--- src/rtl/rgb2ycbcr_stream.sv ---
// Streaming RGB -> YCbCr converter: three-stage fixed-point pipeline feeding a
// first-word-fall-through output FIFO, with input flow control by credit.
module rgb2ycbcr_stream #(
  parameter int PIX_W      = 8,
  parameter int COEF_FRAC  = 14,
  parameter int FIFO_DEPTH = 4
) (
  input  logic               clk,
  input  logic               rst_n,
  input  logic               in_valid,
  output logic               in_ready,
  input  logic [3*PIX_W-1:0] in_data,
  input  logic               in_last,
  input  logic               mode,
  output logic               out_valid,
  input  logic               out_ready,
  output logic [3*PIX_W-1:0] out_data,
  output logic               out_last,
  output logic [31:0]        pix_count
);

  localparam int CW = COEF_FRAC + 2;
  localparam int PW = PIX_W + COEF_FRAC + 3;
  localparam int SW = PIX_W + COEF_FRAC + 4;
  localparam int AW = $clog2(FIFO_DEPTH);
  localparam int DW = 3 * PIX_W;

  localparam longint OFF_C  = longint'(1) << (PIX_W - 1 + COEF_FRAC);
  localparam longint OFF_YL = longint'(16) << (PIX_W - 8 + COEF_FRAC);
  localparam longint RND    = longint'(1) << (COEF_FRAC - 1);
  localparam longint MAXPIX = (longint'(1) << PIX_W) - 1;

  // idx = channel*3 + component (Y/Cb/Cr x R/G/B); coefficients kept as
  // millionths so the limited-range scaling rounds exactly once.
  function automatic longint coef_q(input int idx, input bit lim);
    longint num;
    longint den;
    longint mag;
    case (idx)
      0:       num = 299000;
      1:       num = 587000;
      2:       num = 114000;
      3:       num = -168736;
      4:       num = -331264;
      5:       num = 500000;
      6:       num = 500000;
      7:       num = -418688;
      8:       num = -81312;
      default: num = 0;
    endcase
    den = 1000000;
    if (lim) begin
      num = num * ((idx < 3) ? 219 : 224);
      den = den * 255;
    end
    num = num * (longint'(1) << COEF_FRAC);
    mag = (num < 0) ? -num : num;
    mag = (2 * mag + den) / (2 * den);
    return (num < 0) ? -mag : mag;
  endfunction

  logic                 run_reg;
  logic                 accept;
  logic                 s1_valid_reg, s1_last_reg, s1_mode_reg;
  logic                 s2_valid_reg, s2_last_reg;
  logic                 s3_valid_reg, s3_last_reg;
  logic [DW-1:0]        s3_data;
  logic signed [PW-1:0] r_s, g_s, b_s;

  logic [DW:0]          fifo_mem [FIFO_DEPTH];
  logic [DW:0]          head;
  logic [AW-1:0]        wr_ptr_reg, rd_ptr_reg;
  logic [AW:0]          count_reg, count_next;
  logic [AW+1:0]        inflight;
  logic                 wr_en, rd_en;
  logic [31:0]          pix_count_reg;

  assign r_s = PW'(in_data[0*PIX_W +: PIX_W]);
  assign g_s = PW'(in_data[1*PIX_W +: PIX_W]);
  assign b_s = PW'(in_data[2*PIX_W +: PIX_W]);

  // Credit: buffered plus in-flight pixels can never exceed the FIFO depth.
  assign inflight = (AW+2)'(count_reg) + (AW+2)'(s1_valid_reg)
                  + (AW+2)'(s2_valid_reg) + (AW+2)'(s3_valid_reg);
  assign in_ready = run_reg && (inflight < (AW+2)'(FIFO_DEPTH));
  assign accept   = in_valid && in_ready;

  always_ff @(posedge clk or negedge rst_n) begin
    if (!rst_n) begin
      run_reg      <= 1'b0;
      s1_valid_reg <= 1'b0;
      s1_last_reg  <= 1'b0;
      s1_mode_reg  <= 1'b0;
      s2_valid_reg <= 1'b0;
      s2_last_reg  <= 1'b0;
      s3_valid_reg <= 1'b0;
      s3_last_reg  <= 1'b0;
    end else begin
      run_reg      <= 1'b1;
      s1_valid_reg <= accept;
      s1_last_reg  <= in_last;
      s1_mode_reg  <= mode;
      s2_valid_reg <= s1_valid_reg;
      s2_last_reg  <= s1_last_reg;
      s3_valid_reg <= s2_valid_reg;
      s3_last_reg  <= s2_last_reg;
    end
  end

  genvar gi;
  generate
    for (gi = 0; gi < 3; gi++) begin : g_chan
      localparam logic signed [CW-1:0] CF_R = CW'(coef_q(3*gi + 0, 1'b0));
      localparam logic signed [CW-1:0] CF_G = CW'(coef_q(3*gi + 1, 1'b0));
      localparam logic signed [CW-1:0] CF_B = CW'(coef_q(3*gi + 2, 1'b0));
      localparam logic signed [CW-1:0] CL_R = CW'(coef_q(3*gi + 0, 1'b1));
      localparam logic signed [CW-1:0] CL_G = CW'(coef_q(3*gi + 1, 1'b1));
      localparam logic signed [CW-1:0] CL_B = CW'(coef_q(3*gi + 2, 1'b1));
      localparam logic signed [SW-1:0] OFF_F = SW'((gi == 0) ? longint'(0) : OFF_C);
      localparam logic signed [SW-1:0] OFF_L = SW'((gi == 0) ? OFF_YL : OFF_C);
      localparam logic signed [SW-1:0] RND_V = SW'(RND);
      localparam logic signed [SW-1:0] MAX_V = SW'(MAXPIX);

      logic signed [PW-1:0] coef_r, coef_g, coef_b;
      logic signed [PW-1:0] prod_r_reg, prod_g_reg, prod_b_reg;
      logic signed [SW-1:0] sum_next, sum_reg, shifted;
      logic [PIX_W-1:0]     sat_next, res_reg;

      assign coef_r = mode ? PW'(CL_R) : PW'(CF_R);
      assign coef_g = mode ? PW'(CL_G) : PW'(CF_G);
      assign coef_b = mode ? PW'(CL_B) : PW'(CF_B);

      always_ff @(posedge clk or negedge rst_n) begin
        if (!rst_n) begin
          prod_r_reg <= '0;
          prod_g_reg <= '0;
          prod_b_reg <= '0;
        end else begin
          prod_r_reg <= r_s * coef_r;
          prod_g_reg <= g_s * coef_g;
          prod_b_reg <= b_s * coef_b;
        end
      end

      // Offset follows the mode captured with this pixel, not the live input.
      assign sum_next = SW'(prod_r_reg) + SW'(prod_g_reg) + SW'(prod_b_reg)
                      + (s1_mode_reg ? OFF_L : OFF_F) + RND_V;

      always_ff @(posedge clk or negedge rst_n) begin
        if (!rst_n) sum_reg <= '0;
        else        sum_reg <= sum_next;
      end

      always_comb begin
        shifted = sum_reg >>> COEF_FRAC;
        if (shifted[SW-1])        sat_next = '0;
        else if (shifted > MAX_V) sat_next = '1;
        else                      sat_next = shifted[PIX_W-1:0];
      end

      always_ff @(posedge clk or negedge rst_n) begin
        if (!rst_n) res_reg <= '0;
        else        res_reg <= sat_next;
      end

      assign s3_data[gi*PIX_W +: PIX_W] = res_reg;
    end
  endgenerate

  assign wr_en      = s3_valid_reg;
  assign rd_en      = out_valid && out_ready;
  assign count_next = count_reg + (AW+1)'(wr_en) - (AW+1)'(rd_en);

  always_ff @(posedge clk) begin
    if (wr_en) fifo_mem[wr_ptr_reg] <= {s3_last_reg, s3_data};
  end

  always_ff @(posedge clk or negedge rst_n) begin
    if (!rst_n) begin
      wr_ptr_reg    <= '0;
      rd_ptr_reg    <= '0;
      count_reg     <= '0;
      pix_count_reg <= '0;
    end else begin
      if (wr_en) wr_ptr_reg <= wr_ptr_reg + AW'(1);
      if (rd_en) begin
        rd_ptr_reg    <= rd_ptr_reg + AW'(1);
        pix_count_reg <= pix_count_reg + 32'd1;
      end
      count_reg <= count_next;
    end
  end

  // Head is gated so stale RAM contents never show while the FIFO is empty.
  assign head      = fifo_mem[rd_ptr_reg];
  assign out_valid = (count_reg != '0);
  assign out_data  = out_valid ? head[DW-1:0] : '0;
  assign out_last  = out_valid && head[DW];
  assign pix_count = pix_count_reg;

endmodule

--- config.mk ---
export PLATFORM = sky130hd
export DESIGN_NAME = rgb2ycbcr_stream
export DESIGN_NICKNAME = d
export VERILOG_FILES = /design/src/rtl/rgb2ycbcr_stream.sv
export SDC_FILE = /design/constraint.sdc
export NUM_CORES = 2
export LEC_CHECK = 0
export CAP_MARGIN = 30
export CORE_MARGIN = 2
export CORE_UTILIZATION = 54
export DETAILED_ROUTE_END_ITERATION = 8
export PLACE_DENSITY = 0.74
export RECOVER_POWER = 100
export SYNTH_ARGS = -nofsm -noshare
export SYNTH_HDL_FRONTEND = slang
export SYNTH_SLANG_ARGS = --single-unit
--- constraint.sdc ---
create_clock -name clk -period 3 [get_ports clk]
set_input_delay 0.9 -clock clk [delete_from_list [all_inputs] [get_ports clk]]
set_output_delay 0.9 -clock clk [all_outputs]
set_load 0.1 [all_outputs]
Word level (Yosys, flattened, before mapping)

Memories as Yosys holds them, arrays and structs flattened.
Index checks and enable logic that the tools add are counted.

Multiplexer cells: 18
Multipliers: 9
$lt $le $gt $ge: 4
$add $sub $neg: 20
Reductions and logical operators: 5

Operator list:

| cell                     | count |
|---|---|
| $add A26 B15 Y26 const B | 2 |
| $mux W8                  | 6 |
| $mul A9 B14 Y23          | 2 |
| $mul A8 B14 Y22          | 2 |
| $gt A12 B9 Y1 const B    | 3 |
| $add A32 B1 Y32 const B  | 1 |
| $add A24 B25 Y26         | 1 |
| $add A25 B14 Y26 const B | 1 |
| $add A25 B23 Y26 const B | 1 |
| $add A26 B23 Y26 const B | 1 |
| $add A24 B19 Y25         | 1 |
| $add A24 B21 Y25         | 1 |
| $mul A9 B25 Y25          | 1 |
| $add A22 B23 Y24         | 1 |
| $add A23 B19 Y24         | 1 |
| $add A23 B23 Y24         | 1 |
| $mux W24                 | 1 |
| $add A21 B22 Y23         | 1 |
| $mul A9 B13 Y22          | 1 |
| $mux W11                 | 2 |
| $mul A8 B13 Y21          | 1 |
| $mul A9 B12 Y21          | 1 |
| $mux W10                 | 2 |
| $mul A8 B11 Y19          | 1 |
| 13 further kinds         | 20 |

Output and inout port bits: 59
Input bits: 30
Memories kept: 1
Bits in registers: 347
Logic and storage cells: 84
Memory bits (writable): 100

Memory list:

| memory   | words | bits a word | rd ports | clocked after memory_dff | write ports | RTL line | source |
|---|---|---|---|---|---|---|---|
| fifo_mem | 4     | 25          | 1        | 0                        | 1           | 70       | `logic [DW:0] fifo_mem [FIFO_DEPTH];` |

Logic depth before layout (Yosys ltp)

Word-level depth: 6
Gate-level depth with buffers: 21
Mapped depth without buffers: 20

Worst setup path before layout

Ideal clock, no wire load.

Kind: input to register
Start: input mode
End: register g_chan[1].prod_g_reg[22] (netlist name)
Library setup time: 0.130 ns
Data arrival time: 5.582 ns
Setup slack: -2.712 ns
Data required time: 2.870 ns
Buffers on the path: 2
Cell stages on the path: 20
Cells stage by stage: clkbuf_1 -> clkbuf_1 -> nand2_1 -> inv_1 -> fa_1 -> ha_1 -> or2_2 -> fa_1 -> inv_1 -> fa_1 -> inv_1 -> ha_1 -> or3_4 -> or2_0 -> a31oi_1 -> o31ai_1 -> or4_1 -> a31o_1 -> a21oi_2 -> xnor2_1

Cells in the longest elaborated chain, start to end: 2

RTL lines:

| item               | RTL line | source |
|---|---|---|
| start: declaration | 14       | `input logic mode,` |
| $mux W11           | 130      | `assign coef_g = mode ? PW'(CL_G) : PW'(CF_G);` |
| $mul A9 B14 Y23    | 140      | `prod_g_reg <= g_s * coef_g;` |

Every way passes these cells.
A chain may end at the register's enable or synchronous reset.

Final worst setup path

Start: input mode
End: register g_chan[0].prod_r_reg[14]

Cells in the longest elaborated chain, start to end: 2

RTL lines:

| item                   | RTL line | source |
|---|---|---|
| $mux W10               | 129      | `assign coef_r = mode ? PW'(CL_R) : PW'(CF_R);` |
| $mul A8 B13 Y21        | 139      | `prod_r_reg <= r_s * coef_r;` |
| end signal: assignment | 139      |  |
| end: declaration       | 125      | `logic signed [PW-1:0] prod_r_reg, prod_g_reg, prod_b_reg;` |

Every way passes these cells.

==> metrics.cfg <==
[global_route]
first_global_vias = 31351
grt_pass1_wl_um = 170000
antenna_found_initial = 10
groute.usage.overall = 0.324
grt_max_degree = 69
grt-ovfl-total = 0

[logic_synthesis]
synth_simple_gate_area_frac = 0.0755
yosys.cell_count.top_type = sky130_fd_sc_hd__inv_1
synth-xor-area-share = 0.0490
synth.top_cell.area_share = 0.215
synth.area.top_cells = sky130_fd_sc_hd__fa_1 (21%), sky130_fd_sc_hd__ha_1 (21%), sky130_fd_sc_hd__dfrtp_1 (20%)
count_of_flip_flops_with_a_built_in_enable_after_synthesis = 100
synth_async_sr_flop_share = 0.744
post_synth_mux_area_share = 0.0169
postSynth.topFlopCell = sky130_fd_sc_hd__dfrtp_1
synth-seq-area-share = 0.286
avgSynthCellArea_um2 = 10.9
synth_area_mm2 = 0.0359
synth_area_leader_cell = sky130_fd_sc_hd__fa_1
synth_seq_cells = 391
syn-instance-count = 3307
synth_adder_area_share = 0.425
netlist_top_cells_count = sky130_fd_sc_hd__inv_1 (760), sky130_fd_sc_hd__ha_1 (604), sky130_fd_sc_hd__fa_1 (385)
yosys.cell_types.count = 76
synth_compound_gate_area_share = 0.0642
dominant_combinational_cell_family_by_area_after_synthesis = adder cells
yosys_warnings = 0

[worst_setup_path]
critPathLaunch = mode
crit_path_cell_trace = buf_12 -> buf_16 -> buf_8 -> buf_6 -> nand2_4 -> inv_4 -> buf_4 -> ha_4 -> fa_1 -> inv_1 -> fa_1 -> fa_1 -> inv_1 -> ha_4 -> nand2_4 -> o21ai_4 -> a41o_1 -> o21a_4 -> o21a_1 -> nor2_2 -> xnor2_2
crit_path_max_fanout = 7
r2r-start = g_chan[0].prod_r_reg[8]
crit-reg2reg-capture = g_chan[0].sum_reg[21]
timing.critical_path.from_type = input port
crit_type = in2reg
critPathArrivalTime_ns = 5.52
endpoint = g_chan[0].prod_r_reg[14]
endpoint_class_of_the_critical_path = flop
critical_path.most_common_cell = sky130_fd_sc_hd__fa_1
r2r_cells = 12
cpMaxStageDelayCell = sky130_fd_sc_hd__fa_1
crit_required_ns = 3.46
register_to_register_setup_slack_ns = -0.52
slowest_delay_ns = 0.56

[timing]
setup_ws_ns = -2.07
final-setup-viol-count = 200
timing.setup.tns_ns = -206.33
timing_hold_violations_final = 0
maxSlewViolCount = 65
timing.clock.skew_ns = 0.0396
tightest_slew_ns = 2.15
max_clock_freq_ghz = 0.197
unrepaired_setup_endpoints_after_global_routing = true
fin_crit_sh = 1.69
holdWs_ns = 0.363
maxSlewHeadroom = -0.436
period_minus_slack_ns = 5.07

[detailed_routing]
drt_pre_antenna_iters = 6
drt-vias-per-instance = 5.93
detail_routed_net_length_per_standard_cell_um = 25.8
drc = 0
drt.antenna.violating_nets = 0
detailroute.via_count = 30598
drt_iter0_drc = 2698
totalWireLength_um = 133000

[layout]
area.sequential_mm2 = 0.0103
layout-area-overhead-vs-synth_pct = 43.6
final.fill_count = 3327
final_layout_size_suffix_gt1_frac = 0.406
largest_register_ff_count = 100
final_util = 0.783
final_nets = 5276
post_layout_nonfiller_instances = 5164
multi_input_gate_area_in_the_final_layout_mm2 = 0.0278

[floorplanning]
die_height_um = 262
floorplan.initialDensity = 0.545
num_rows = 94
floorplan.die_area_mm2 = 0.0686
floorplan.io_pins = 89
coreArea_mm2 = 0.0659
floorplan.die.width_um = 262

[place]
placed_cell_count = 4921
hpwl_um = 72000
placement.io_buffers = 88
place_congestion = 0.933

[clocking]
clock-sinks = 391
cts_tree = built
clock_pin_transition_on_the_worst_setup_and_hold_timing_paths_ns = 0.07
numCtsBuffers = 44
root_buffer = sky130_fd_sc_hd__clkbuf_16
cts_htree_levels = 2
cts_max_path_buffers = 3
holdBufCountCts = 0
clkLatencyLatePin_ns = 0.62

[status]
failed_checks = capacitance limit, slew limit, setup timing
outcome = complete, but fails checks

[flow_run]
max_cap_violations = 1

[worst_hold_path]
worst_hold_path_type = reg2reg

-- final cells by class --
| cell class | instances | share of cell area |
|---|---|---|
| Clock buffer | 58 | 0.0235 |
| Multi-Input combinational cell | 2161 | 0.540 |
| Antenna cell | 7 | 0.000340 |
| Timing Repair Buffer | 899 | 0.153 |
| Clock inverter | 24 | 0.00643 |
| Inverter | 760 | 0.0564 |
| Tap cell | 864 | 0.0210 |
| Sequential cell | 391 | 0.199 |
-- cells by family (layout without fill, tap and decap cells) --
family          count (synthesis)  in the layout
fa+ha+maj                     989            989
buf+inv                       793           1741
simple gates                  549            549
flops                         391            391
compound gates                353            353
xor+xnor                      201            201
mux                            29             29
other cells                     2             47
-- cells in the final DEF (no fill, tap or decap), types with 25 or more instances in the layout --
master	count
sky130_fd_sc_hd__a21o_1	31
sky130_fd_sc_hd__a21oi_1	36
sky130_fd_sc_hd__a21oi_2	49
sky130_fd_sc_hd__a21oi_4	28
sky130_fd_sc_hd__buf_12	44
sky130_fd_sc_hd__buf_4	697
sky130_fd_sc_hd__buf_6	115
sky130_fd_sc_hd__clkbuf_16	45
sky130_fd_sc_hd__conb_1	40
sky130_fd_sc_hd__dfrtp_1	288
sky130_fd_sc_hd__edfxtp_1	100
sky130_fd_sc_hd__fa_1	353
sky130_fd_sc_hd__fa_2	32
sky130_fd_sc_hd__ha_1	453
sky130_fd_sc_hd__ha_4	141
sky130_fd_sc_hd__inv_1	635
sky130_fd_sc_hd__inv_2	107
sky130_fd_sc_hd__mux4_2	25
sky130_fd_sc_hd__nand2_1	92
sky130_fd_sc_hd__nand3_1	38
sky130_fd_sc_hd__nor2_1	96
sky130_fd_sc_hd__nor2b_4	32
sky130_fd_sc_hd__nor3_1	27
sky130_fd_sc_hd__xnor2_1	102
sky130_fd_sc_hd__xnor2_2	45
sky130_fd_sc_hd__xor2_1	30
-- routing by layer --
layer,routed length (µm),vias to the layer above,track usage
li1,-,12562,-
met5,54,-,0
met2,63200,2053,0.574
met3,11300,979,0.0434
met1,44700,14996,0.376
met4,14000,8,0.196
-- worst min path at each step --
stage / startpoint / end / slack [ns] / cells after the start
after floorplan: s1_last_reg / s2_last_reg / 0.33 / 0
after global placement: s2_last_reg / s3_last_reg / 0.34 / 0
after detailed placement: s2_last_reg / s3_last_reg / 0.34 / 0
after CTS: rst_n / g_chan[1].sum_reg[22] / 0.30 / 1
after global routing: s2_last_reg / s3_last_reg / 0.37 / 0
final: s2_last_reg / s3_last_reg / 0.36 / 0
-- what timing repair did --
action	4_1_cts	5_1_grt
setup buffers	102	90
endpoints found under the setup margin	206	201
gates resized for setup	772	298
pin swaps	382	285
cloned	6	1
-- worst max-delay path: cells and delay by family --
kind / cells / cell delay, ns
AOI/OAI and AO/OA: 4 / 0.77
xor gates and xnor gates: 1 / 0.43
adders and majority gates: 5 / 2.15
buffers and inverters: 8 / 1.03
and+or+nand+nor: 3 / 0.18
-- per-stage QoR --
stage	setup WS, ns	area, µm²
detailed placement	-2.91	43600
CTS	-1.78	49600
finish	-2.07	51600
global route	-2.08	51600
floorplan	-2.24	36600
global placement	-2.86	43600
Power is not shown: default switching activity piles up to over one toggle a cycle in this logic, so the estimate is an artifact.
